### config.mk
export PLATFORM = sky130hd
export DESIGN_NAME = cntr_updn_mod
export DESIGN_NICKNAME = d
export VERILOG_FILES = /design/src/rtl/cntr_updn_mod_pkg.sv /design/src/rtl/cntr_updn_mod_reg_n.sv /design/src/rtl/cntr_updn_mod.sv
export SDC_FILE = /design/constraint.sdc
export NUM_CORES = 1
export LEC_CHECK = 0
export ABC_AREA = 0
export CORE_ASPECT_RATIO = 1.2
export CORE_MARGIN = 5
export CORE_UTILIZATION = 45
export DETAILED_ROUTE_END_ITERATION = 8
export PLACE_DENSITY = 0.72
export SETUP_SLACK_MARGIN = 0.5
export SYNTH_ARGS = -nofsm -noshare
export SYNTH_HDL_FRONTEND = slang
export SYNTH_HIERARCHICAL = 1
export SYNTH_SLANG_ARGS = --single-unit
### constraint.sdc
create_clock -name clock -period 5 [get_ports clock]
set_input_delay 0.75 -clock clock [delete_from_list [all_inputs] [get_ports clock]]
set_output_delay 0.75 -clock clock [all_outputs]
set_load 0.02 [all_outputs]
### src/rtl/cntr_updn_mod_pkg.sv
// Shared constants and types for the up/down modulo counter.
package cntr_updn_mod_pkg;

    // Bound behaviour selectors for the SATURATE parameter.
    localparam int CNT_WRAP = 0;
    localparam int CNT_SAT  = 1;

    // Default counter width when the instantiating block does not override it.
    localparam int DEFAULT_WIDTH = 8;

    // Operation selected on a given edge, already resolved for priority.
    typedef enum logic [1:0] {
        OP_HOLD  = 2'd0,
        OP_CLR   = 2'd1,
        OP_LOAD  = 2'd2,
        OP_COUNT = 2'd3
    } op_e;

endpackage

### src/rtl/cntr_updn_mod_reg_n.sv
// WIDTH-bit register with write enable and asynchronous active-high reset to 0.
module reg_n #(
    parameter int WIDTH = 8
) (
    input  logic             clock,
    input  logic             reset,
    input  logic             en,
    input  logic [WIDTH-1:0] d,
    output logic [WIDTH-1:0] q
);

    // Capture d on enabled edges; reset clears immediately.
    always_ff @(posedge clock or posedge reset) begin
        if (reset) begin
            q <= '0;
        end else if (en) begin
            q <= d;
        end
    end

endmodule

### src/rtl/cntr_updn_mod.sv
// Parametrised up/down modulo counter with clear, load, wrap/saturate bounds,
// a one-cycle bound-event pulse and a sticky overflow flag.
module cntr_updn_mod
    import cntr_updn_mod_pkg::*;
#(
    parameter int     WIDTH    = DEFAULT_WIDTH,
    parameter longint MAX_VAL  = 255,
    parameter int     SATURATE = CNT_WRAP
) (
    input  logic             clock,
    input  logic             reset,
    input  logic             clr,
    input  logic             en,
    input  logic             load,
    input  logic [WIDTH-1:0] load_val,
    input  logic             up,
    output logic [WIDTH-1:0] count,
    output logic             evt,
    output logic             ovf
);

    // Bound in one extra bit so comparisons happen before truncation.
    localparam logic [WIDTH:0]   MAX_EXT  = (WIDTH + 1)'(MAX_VAL);
    localparam logic [WIDTH-1:0] MAX_CNT  = WIDTH'(MAX_VAL);
    localparam bit               SAT_MODE = (SATURATE == CNT_SAT);

    op_e              op;
    logic [WIDTH-1:0] count_reg;
    logic [WIDTH-1:0] count_next;
    logic             count_we;
    logic             evt_reg;
    logic             evt_next;
    logic             ovf_reg;
    logic             ovf_next;
    logic [WIDTH:0]   inc_ext;
    logic [WIDTH:0]   dec_ext;
    logic [WIDTH:0]   load_ext;

    // Widened candidates: an increment past MAX_VAL or a borrow below 0
    // shows up in the extra bit instead of silently rolling over.
    assign inc_ext  = {1'b0, count_reg} + (WIDTH + 1)'(1);
    assign dec_ext  = {1'b0, count_reg} - (WIDTH + 1)'(1);
    assign load_ext = {1'b0, load_val};

    // Resolve control priority: clear beats load beats count enable.
    always_comb begin
        op = OP_HOLD;
        if (clr) begin
            op = OP_CLR;
        end else if (load) begin
            op = OP_LOAD;
        end else if (en) begin
            op = OP_COUNT;
        end
    end

    // Next count and flags for the selected operation.
    always_comb begin
        count_next = count_reg;
        evt_next   = 1'b0;
        ovf_next   = ovf_reg;
        case (op)
            OP_CLR: begin
                count_next = '0;
                ovf_next   = 1'b0;
            end
            OP_LOAD: begin
                count_next = (load_ext > MAX_EXT) ? MAX_CNT : load_val;
            end
            OP_COUNT: begin
                if (up) begin
                    if (inc_ext > MAX_EXT) begin
                        count_next = SAT_MODE ? MAX_CNT : '0;
                        evt_next   = 1'b1;
                        ovf_next   = 1'b1;
                    end else begin
                        count_next = inc_ext[WIDTH-1:0];
                    end
                end else begin
                    if (dec_ext[WIDTH]) begin
                        count_next = SAT_MODE ? '0 : MAX_CNT;
                        evt_next   = 1'b1;
                        ovf_next   = 1'b1;
                    end else begin
                        count_next = dec_ext[WIDTH-1:0];
                    end
                end
            end
            default: begin
                count_next = count_reg;
            end
        endcase
    end

    // Only touch the count register when an operation is actually selected.
    assign count_we = (op != OP_HOLD);

    reg_n #(
        .WIDTH (WIDTH)
    ) u_count_reg (
        .clock (clock),
        .reset (reset),
        .en    (count_we),
        .d     (count_next),
        .q     (count_reg)
    );

    // Event pulse and sticky overflow registers.
    always_ff @(posedge clock or posedge reset) begin
        if (reset) begin
            evt_reg <= 1'b0;
            ovf_reg <= 1'b0;
        end else begin
            evt_reg <= evt_next;
            ovf_reg <= ovf_next;
        end
    end

    assign count = count_reg;
    assign evt   = evt_reg;
    assign ovf   = ovf_reg;

endmodule

==> Word-level counts from Yosys, hierarchy flattened <==
Cells that the tools add are included.
{ "word_totals": {"register_bits": 10, "latch_bits": 0, "ram_bits": 0, "romBits": 0, "in_bits": 14, "n_memories": 0} }
{ "op_classes": {"add_sub_neg": 2, "n_mul": 0, "div": 0, "order_cmp": 2, "eq_ne": 5, "shift": 0, "n_mux": 16, "n_bitwise": 0, "reduce_logical": 5} }
{ "ops": {"columns": ["op", "n"], "rows": [
  ["$mux 8", 4],
  ["$pmux 8 s3", 1],
  ["$add 8x1->9 const B", 1],
  ["$gt 9x8->1 const B", 1],
  ["$sub 8x1->9 const B", 1],
  ["$gt 8x8->1 const B", 1],
  ["$mux 1", 7],
  ["$mux 2", 3],
  ["$ne 3x3->1 const B", 2],
  ["$eq 2x2->1 const B", 2],
  ["$reduce_bool 2->1", 2],
  ["$reduce_and 3->1", 1],
  ["$reduce_bool 3->1", 1],
  ["$eq 2x1->1 const B", 1],
  ["$pmux 1 s2", 1],
  ["$reduce_and 2->1", 1]
]} }

==> Logic depth before layout (Yosys ltp) <==
Gate-level depths: netlist of run 1.
{ "depth": {"depth_word": 6, "depth_mapped": 8} }

==> Modules after synthesis <==
The synthesis of run 1 kept the hierarchy.
{ "by_module_without_submodules": {"columns": ["module", "n_inst", "cells_per_inst", "area_each_um2", "seq_area_each_um2"], "rows": [
  ["cntr_updn_mod", 1, 115, 789.5, 50.0],
  ["reg_n", 1, 18, 335.3, 200.2]
]} }

==> Worst setup path before layout of run 1 <==
No wires, ideal clock.
{ "synth_timing": {"path_type": "reg-to-reg", "start": "register u_count_reg.q[0]", "end": "register u_count_reg.q[1]", "setup_time_ns": 0.125, "arrival_time_ns": 2.028, "setup_slack_ns": 2.847, "path_stages_with_launch": 8, "path_buffers": 0, "path_cell_list": "dfrtp_1 > inv_1 > ha_1 > nand4b_1 > a211o_2 > o21ai_2 > o21ai_0 > mux2_4"} }
{ "synth_via": {"elab_chain_cells": 5, "elab_cells_between_ends": 7, "cone_classes": "2 x add/sub; 1 x order compare; 4 x mux"} }
{ "synth_lines": {"columns": ["element", "line_no", "source"], "rows": [
  ["start: declaration", "cntr_updn_mod_reg_n.sv:9", "output logic [WIDTH-1:0] q"],
  ["start signal: assignment", "cntr_updn_mod_reg_n.sv:15", "q <= '0;"],
  ["start signal: assignment", "cntr_updn_mod_reg_n.sv:17", "q <= d;"],
  ["$add 8x1->9", "cntr_updn_mod.sv:41", "assign inc_ext = {1'b0, count_reg} + (WIDTH + 1)'(1);"],
  ["$gt 9x8->1", "cntr_updn_mod.sv:72", "if (inc_ext > MAX_EXT) begin"],
  ["$mux 8", "cntr_updn_mod.sv:72", null],
  ["$mux 8 *", "cntr_updn_mod.sv:71", "if (up) begin"],
  ["$pmux 8 s3 *", "cntr_updn_mod.sv:62", "case (op)"],
  ["net count_next[1]", "cntr_updn_mod.sv:29", "logic [WIDTH-1:0] count_next;"]
]} }
Mark *: on every way through the listed nets, which the timed path passes. The rest lies on a longest branch.
A chain may end at the register's enable or synchronous reset.

==> Final worst setup path of run 1 <==
{ "layout_timing": {"start": "input port load", "end": "register u_count_reg.q[1]"} }
{ "layout_via": {"elab_cells_between_ends": 9, "cone_classes": "3 x eq/ne; 3 x mux; 3 x reduce/logical"} }
{ "layout_rtl": {"columns": ["element", "line_no", "source"], "rows": [
  ["start: declaration", "cntr_updn_mod.sv:14", "input logic load,"],
  ["$mux 2", "cntr_updn_mod.sv:50", "end else if (load) begin"],
  ["$mux 2", "cntr_updn_mod.sv:48", "if (clr) begin"],
  ["$reduce_bool 2->1", "cntr_updn_mod.sv:96", "assign count_we = (op != OP_HOLD);"],
  ["net count_we", "cntr_updn_mod.sv:30", "logic count_we;"],
  ["$reduce_and 2->1 (no line)", null, null]
]} }
The timed path passes the listed nets, and every way through them passes these cells.

==> results of run 1 <==
## path summary, 6_finish.rpt
| kind | endpoint | slack [ns] | cells past startpoint |
|---|---|---|---|
| setup / recovery | u_count_reg/q[1] | 2.49 | 5 |
| hold / removal | ovf | 0.52 | 2 |
| setup reg to reg | u_count_reg/q[5] | 2.49 | 8 |
| hold reg to reg | ovf | 0.52 | 2 |
| max in group asynchronous | u_count_reg/q[2] | 3.98 | 2 |
| min in group asynchronous | ovf | 0.68 | 2 |
## cells by family after synthesis
logic type	after synthesis	share of synthesized area [%]
compound gates	46	29.03
simple gates	46	24.14
buf+inv	16	7.452
flops	10	22.25
mux	8	10.68
xor+xnor	4	3.115
fa+ha+maj	3	3.337
## layer usage
layer | global-route usage (%) | vias to the layer above | share of wire [%] | routed length, µm
li1 | - | 544 | - | -
met1 | 23.64 | 535 | 45 | 1417
met2 | 28.55 | 46 | 47 | 1467
met3 | 3.175 | 4 | 6.2 | 194
met4 | 7.599 | 0 | 1.3 | 40
met5 | 0 | - | 0 | 0
## power breakdown
part | internal, W | leakage [nW] | switching, W
logic | 0.0000632 | 0.410 | 0.0000660
clock network | 0.0000442 | 0.0210 | 0.0000286
registers | 0.0000875 | 0.133 | 0.0000238
total | 0.000195 | 0.564 | 0.000118
## final cells by class
| type | count | area, µm² | share of cell area [%] |
|---|---|---|---|
| clock buffers | 4 | 36.28 | 2.636 |
| inverters | 8 | 30.03 | 2.182 |
| multi-input cells | 107 | 790.8 | 57.45 |
| repair buffers | 23 | 230.2 | 16.73 |
| well taps | 31 | 38.79 | 2.818 |
| flip-flops and latches | 10 | 250.2 | 18.18 |
## cell usage after synthesis (all sizes together) (3+ instances only)
library cell	instances	area (µm²)
nand2	14	55.06
a21oi	12	63.81
dfrtp	10	250.2
inv	8	30.03
mux2	8	120.1
nor2	7	26.28
buf	6	46.28
o21ai	6	33.78
nand3	5	25.02
nor3	5	30.03
o22ai	4	25.02
a21o	3	22.52
a22oi	3	22.52
ha	3	37.54
nand4	3	25.02
xnor2	3	26.28
## critical path: stages
cell and delay (ns):
clkdlybuf4s50_1 0.63, or3_1 0.70, o21ai_0 0.23, o21ai_0 0.10, mux2_4 0.26
## per-stage QoR
step                cell area, µm²  hold WS (ns)
floorplan                     1125        0.4912
global placement              1340        0.5163
detailed placement            1340        0.5006
CTS                           1376        0.5246
global route                  1376        0.5668
finish                        1376        0.5195
==> results.tsv, run 1 <==
metric	value	unit
Setup crit end kind	flip-flop	
most common flop cell mapped by yosys	dfrtp_1	
Antenna Diode Count	0	
area grow syn2layout	22.36	%
Max-Slew Margin vs Limit	62.50	%
CTS H-Tree Depth	1	
Die Y	64.77	µm
I/O Buffers	23	
vias per inst	6.169	
Worst Tran Pin Value	0.5625	ns
most frequent cells in the layout	clkdlybuf4s50_1, nand2_1, a21oi_1	
Mean Syn Cell Area	8.457	µm²
Place WS	2.218	ns
asr flop ratio synth	100.0	%
setup_tns	0	ns
CTS Buf Count	3	
Final setup viols	0	
vias	1129	
initial core utilization	47.79	%
Final HPWL DP	2330	µm
post-route worst setup slack	2.488	ns
Tmin final	2.512	ns
critical path class	input pin to flip-flop	
YS warnings	6	
Startpoint Class	input pin	
RSZ-0062 raised after global routing	false	
HP Class	flip-flop to flip-flop	
Worst Path Required	5.16	ns
# rows	19	
status	finished, final reports clean	
router iterations before antenna repair	6	
1st-iter DRT viols	42	
non-filler cells, final	183	
number of fill cells	196	
Synth cell types	52	
final-stage net count	170	
Clock transition at path regs	0.07	ns
Peak VDD IR	0.1126	mV
die area	0.003604	mm²
total power	0.0003132	W
Syn Inst Count	133	
sequential-to-total area share from yosys stat	22.25	%
gr ovfl total	0	
Wirelength per Cell	17.05	µm
crit share post-route	50.24	%
Worst Clk Skew	0.01074	ns
Routed WL	3120	µm
initial antenna violation count	0	
postcts setup bufs	0	
layout cell share with drive strength beyond 1	16.45	%
PostCTS Resize Cnt	0	
Post-Place Cells	179	
commonest non-fill, non-tap cell in the layout	clkdlybuf4s50_1	
Ports	24	
max cap viols	0	
#FFs+latches synth	10	
Placer Congestion	0.8775	
Clock Path Buffers	2	
Pleak	0.5637	nW
EDFF count, synth	0	
Hold Path Origin	ovf	
CTS tree	done	
number of flip-flops under the largest register name	8	
cts hold-fix bufs	0	
total track usage	17.85	%
P per Cell Area	227.6	mW/mm²
clock latency on the worst-skew pair	0.27	ns
Crit. Startpoint	load	
Net Count, Synth	150	
Crit Path Max Fanout	14	
CTS root buffer	clkbuf_4	
ANT nets after route	0	
clock sink total	10	
number of global-route vias before repair	1078	
Die W	55.64	µm
Worst EP arrival	2.67	ns
first-pass GRT wire length	5112	µm
Core ar.	0.002354	mm²
Residual DRC	0	
Pins Over Slew Limit	0	
f_max	398.1	MHz
Fin. Hold Viols	0	
largest net degree at the start of global routing	15	
final core occ	58.48	%
Post-Synthesis Cell Area	0.001125	mm²
reg-to-reg startpoint	u_count_reg/q[0]	
Power figures use the tool's default switching activity.
==> run 2: changes to the inputs <==
--- a/config.mk
+++ b/config.mk
@@ -10,7 +10,7 @@
 export CORE_MARGIN = 5
 export CORE_UTILIZATION = 45
 export DETAILED_ROUTE_END_ITERATION = 8
-export PLACE_DENSITY = 0.72
+export PLACE_DENSITY = 0.75
 export SETUP_SLACK_MARGIN = 0.5
 export SYNTH_ARGS = -nofsm -noshare
 export SYNTH_HDL_FRONTEND = slang
==> constraint.sdc (replaced) <==
create_clock -name clock -period 2.1 [get_ports clock]
set_input_delay 0.315 -clock clock [delete_from_list [all_inputs] [get_ports clock]]
set_output_delay 0.315 -clock clock [all_outputs]
set_load 0.02 [all_outputs]
==> run 2 against run 1 <==
Net effect:
- critical path depth up 2
- worst hold slack worse by 0.29 ns
- power rose to 2.9 times the previous value
- first-iteration DRC count up 110%
- final area up 29%
- critical path type is now flip-flop to flip-flop
- critical endpoint is now u_count_reg/q[5]
- highest routed layer unchanged
==> results.tsv, run 2 (synthesized netlist as in run 1, its figures left out) <==
metric	value	unit	change
Setup crit end kind	flip-flop		unchanged
r2r setup slk	0.06	ns	was 2.49 ns
number of flip-flops under the largest register name	8		unchanged
critical path class	flip-flop to flip-flop		was input pin to flip-flop
gr ovfl total	0		unchanged
area of placed instances	0.001567	mm²	was 0.001340 mm²
clock latency on the worst-skew pair	0.28	ns	was 0.27 ns
Sw Share	39.07	%	was 37.78%
final hold slack	0.2256	ns	was 0.5195 ns
initial core utilization	47.79	%	unchanged
CTS tree	done		unchanged
CTS H-Tree Depth	1		unchanged
Worst EP arrival	2.19	ns	was 2.67 ns
HP Class	input pin to async pin		was flip-flop to flip-flop
Worst Clk Skew	0.01349	ns	was 0.01074 ns
Fin. Hold Viols	0		unchanged
# rows	19		unchanged
P per Cell Area	514.3	mW/mm²	was 227.6 mW/mm²
Clock transition at path regs	0.08	ns	was 0.07 ns
initial antenna violation count	0		unchanged
Placer Congestion	0.8470		was 0.8775
WL met3	347	µm	was 194 µm
design area	0.001782	mm²	was 0.001376 mm²
P_int	0.0005583	W	was 0.0001949 W
vias	1346		was 1129
Worst R2R End	u_count_reg/q[5]		unchanged
max cap viols	0		unchanged
Clock Path Buffers	2		unchanged
total track usage	21.10	%	was 17.85%
Final setup viols	0		unchanged
clock group share of total power	19.9	%	was 23.2%
Flop pwr share	27.5	%	was 35.5%
Post-Place Cells	195		was 179
clock sink total	10		unchanged
area grow syn2layout	58.40	%	was 22.36%
ANT nets after route	0		unchanged
Max Used Layer	met4		unchanged
Pins Over Slew Limit	0		unchanged
Tmin final	2.038	ns	
CTS Buf Count	3		unchanged
Worst Path Required	2.25	ns	was 5.16 ns
Worst Tran Pin Value	0.3575	ns	was 0.5625 ns
largest net degree at the start of global routing	12		was 15
wl on met1	1595	µm	was 1417 µm
Ports	24		unchanged
Crit Path Max Fanout	6		was 14
final-stage net count	200		was 170
Switching Power	0.0003580	W	was 0.0001184 W
most frequent cells in the layout	buf_4, clkdlybuf4s50_1, nand2_1		was clkdlybuf4s50_1, nand2_1, a21oi_1
I/O Buffers	23		unchanged
layout cell share with drive strength beyond 1	47.80	%	was 16.45%
worst reg2reg path depth	7		was 8
vias per inst	6.319		was 6.169
status	finished, final reports clean		unchanged
Peak VDD IR	0.3411	mV	was 0.1126 mV
setup_tns	0	ns	unchanged
Die W	55.64	µm	unchanged
1st-iter DRT viols	89		was 42
Core ar.	0.002354	mm²	unchanged
CTS root buffer	clkbuf_4		unchanged
router iterations before antenna repair	6		unchanged
f_max	490.7	MHz	
RSZ-0062 raised after global routing	true		was false
met2 routed WL	1962	µm	was 1467 µm
Wirelength per Cell	18.89	µm	was 17.05 µm
cts hold-fix bufs	0		unchanged
Final HPWL DP	2753	µm	was 2330 µm
first-pass GRT wire length	6085	µm	was 5112 µm
combinational power share	52.6	%	was 41.2%
reg-to-reg startpoint	u_count_reg/q[0]		unchanged
Residual DRC	0		unchanged
Startpoint Class	flip-flop		was input pin
die area	0.003604	mm²	unchanged
Die Y	64.77	µm	unchanged
non-filler cells, final	213		was 183
number of global-route vias before repair	1355		was 1078
commonest non-fill, non-tap cell in the layout	buf_4		was clkdlybuf4s50_1
crit share post-route	97.05	%	
Routed WL	4023	µm	was 3120 µm
Antenna Diode Count	0		unchanged
Pleak	0.7508	nW	was 0.5637 nW
Max-Slew Margin vs Limit	76.08	%	was 62.50%
==> run 2: cell count changes in the layout (fill, tap and decap cells not counted), moves of 4 or more <==
cell / delta
buf_4: +29
clkdlybuf4s50_1: -8
dfrtp_1: -8
dfrtp_2: +8
dlygate4sd2_1: +4
==> run 2: through the flow <==
step / utilization [%] / total power (W) / worst slack, ns
2_1_floorplan: - / 0.0004999 / 0.2063
3_3_place_gp: 66.56 / 0.0006271 / 0.1380
3_5_place_dp: 66.56 / 0.0006376 / 0.08812
4_1_cts: 73.52 / 0.0008613 / 0.1764
5_1_grt: 75.70 / 0.0009655 / -0.004233
6_report: 75.70 / 0.0009163 / 0.06190
==> run 2: power by group through the flow <==
stage / combinational [W] / clock, W / sequential [W]
after floorplan: 0.000236 / 0 / 0.000263
after global placement: 0.000366 / 0 / 0.000261
after detailed placement: 0.000376 / 0 / 0.000262
after CTS: 0.000431 / 0.000179 / 0.000251
after global routing: 0.000513 / 0.000198 / 0.000255
final: 0.000482 / 0.000182 / 0.000252
==> run 2: area by class of cell <==
type | instances | area [µm²]
flip-flops and latches | 10 | 260.3
repair buffers | 53 | 447.9
clock buffers | 4 | 36.28
multi-input cells | 107 | 968.4
fillers | 160 | 571.8
inverters | 8 | 30.03
well taps | 31 | 38.79
==> run 2: worst max-delay path, stage by stage (launching register included) <==
cell	delay [ns]
dfrtp_2	0.47
ha_4	0.21
xor2_2	0.18
nand2_2	0.07
a211o_4	0.35
o21ai_4	0.23
o22ai_1	0.14
mux2_4	0.27
==> run 2: how the worst max path moves through the flow <==
stage,to,cells past startpoint,from
after floorplan,u_count_reg/q[3],7,u_count_reg/q[1]
after global placement,u_count_reg/q[1],5,load
after detailed placement,u_count_reg/q[5],8,u_count_reg/q[0]
after CTS,u_count_reg/q[4],7,u_count_reg/q[0]
after global routing,u_count_reg/q[5],7,u_count_reg/q[0]
final,u_count_reg/q[5],7,u_count_reg/q[0]
==> run 2: timing repair <==
item / in CTS / in global routing
endpoints found under the setup margin: 18 / 14
pin swaps: 5 / 9
gates resized for setup: 21 / 13
setup buffers: 11 / 3
==> run 2: per-layer routing <==
layer	GRT usage [%]	vias to the layer above
met5	0	-
met4	13.37	0
met3	3.770	17
met2	37.13	84
met1	23.40	640
li1	-	605
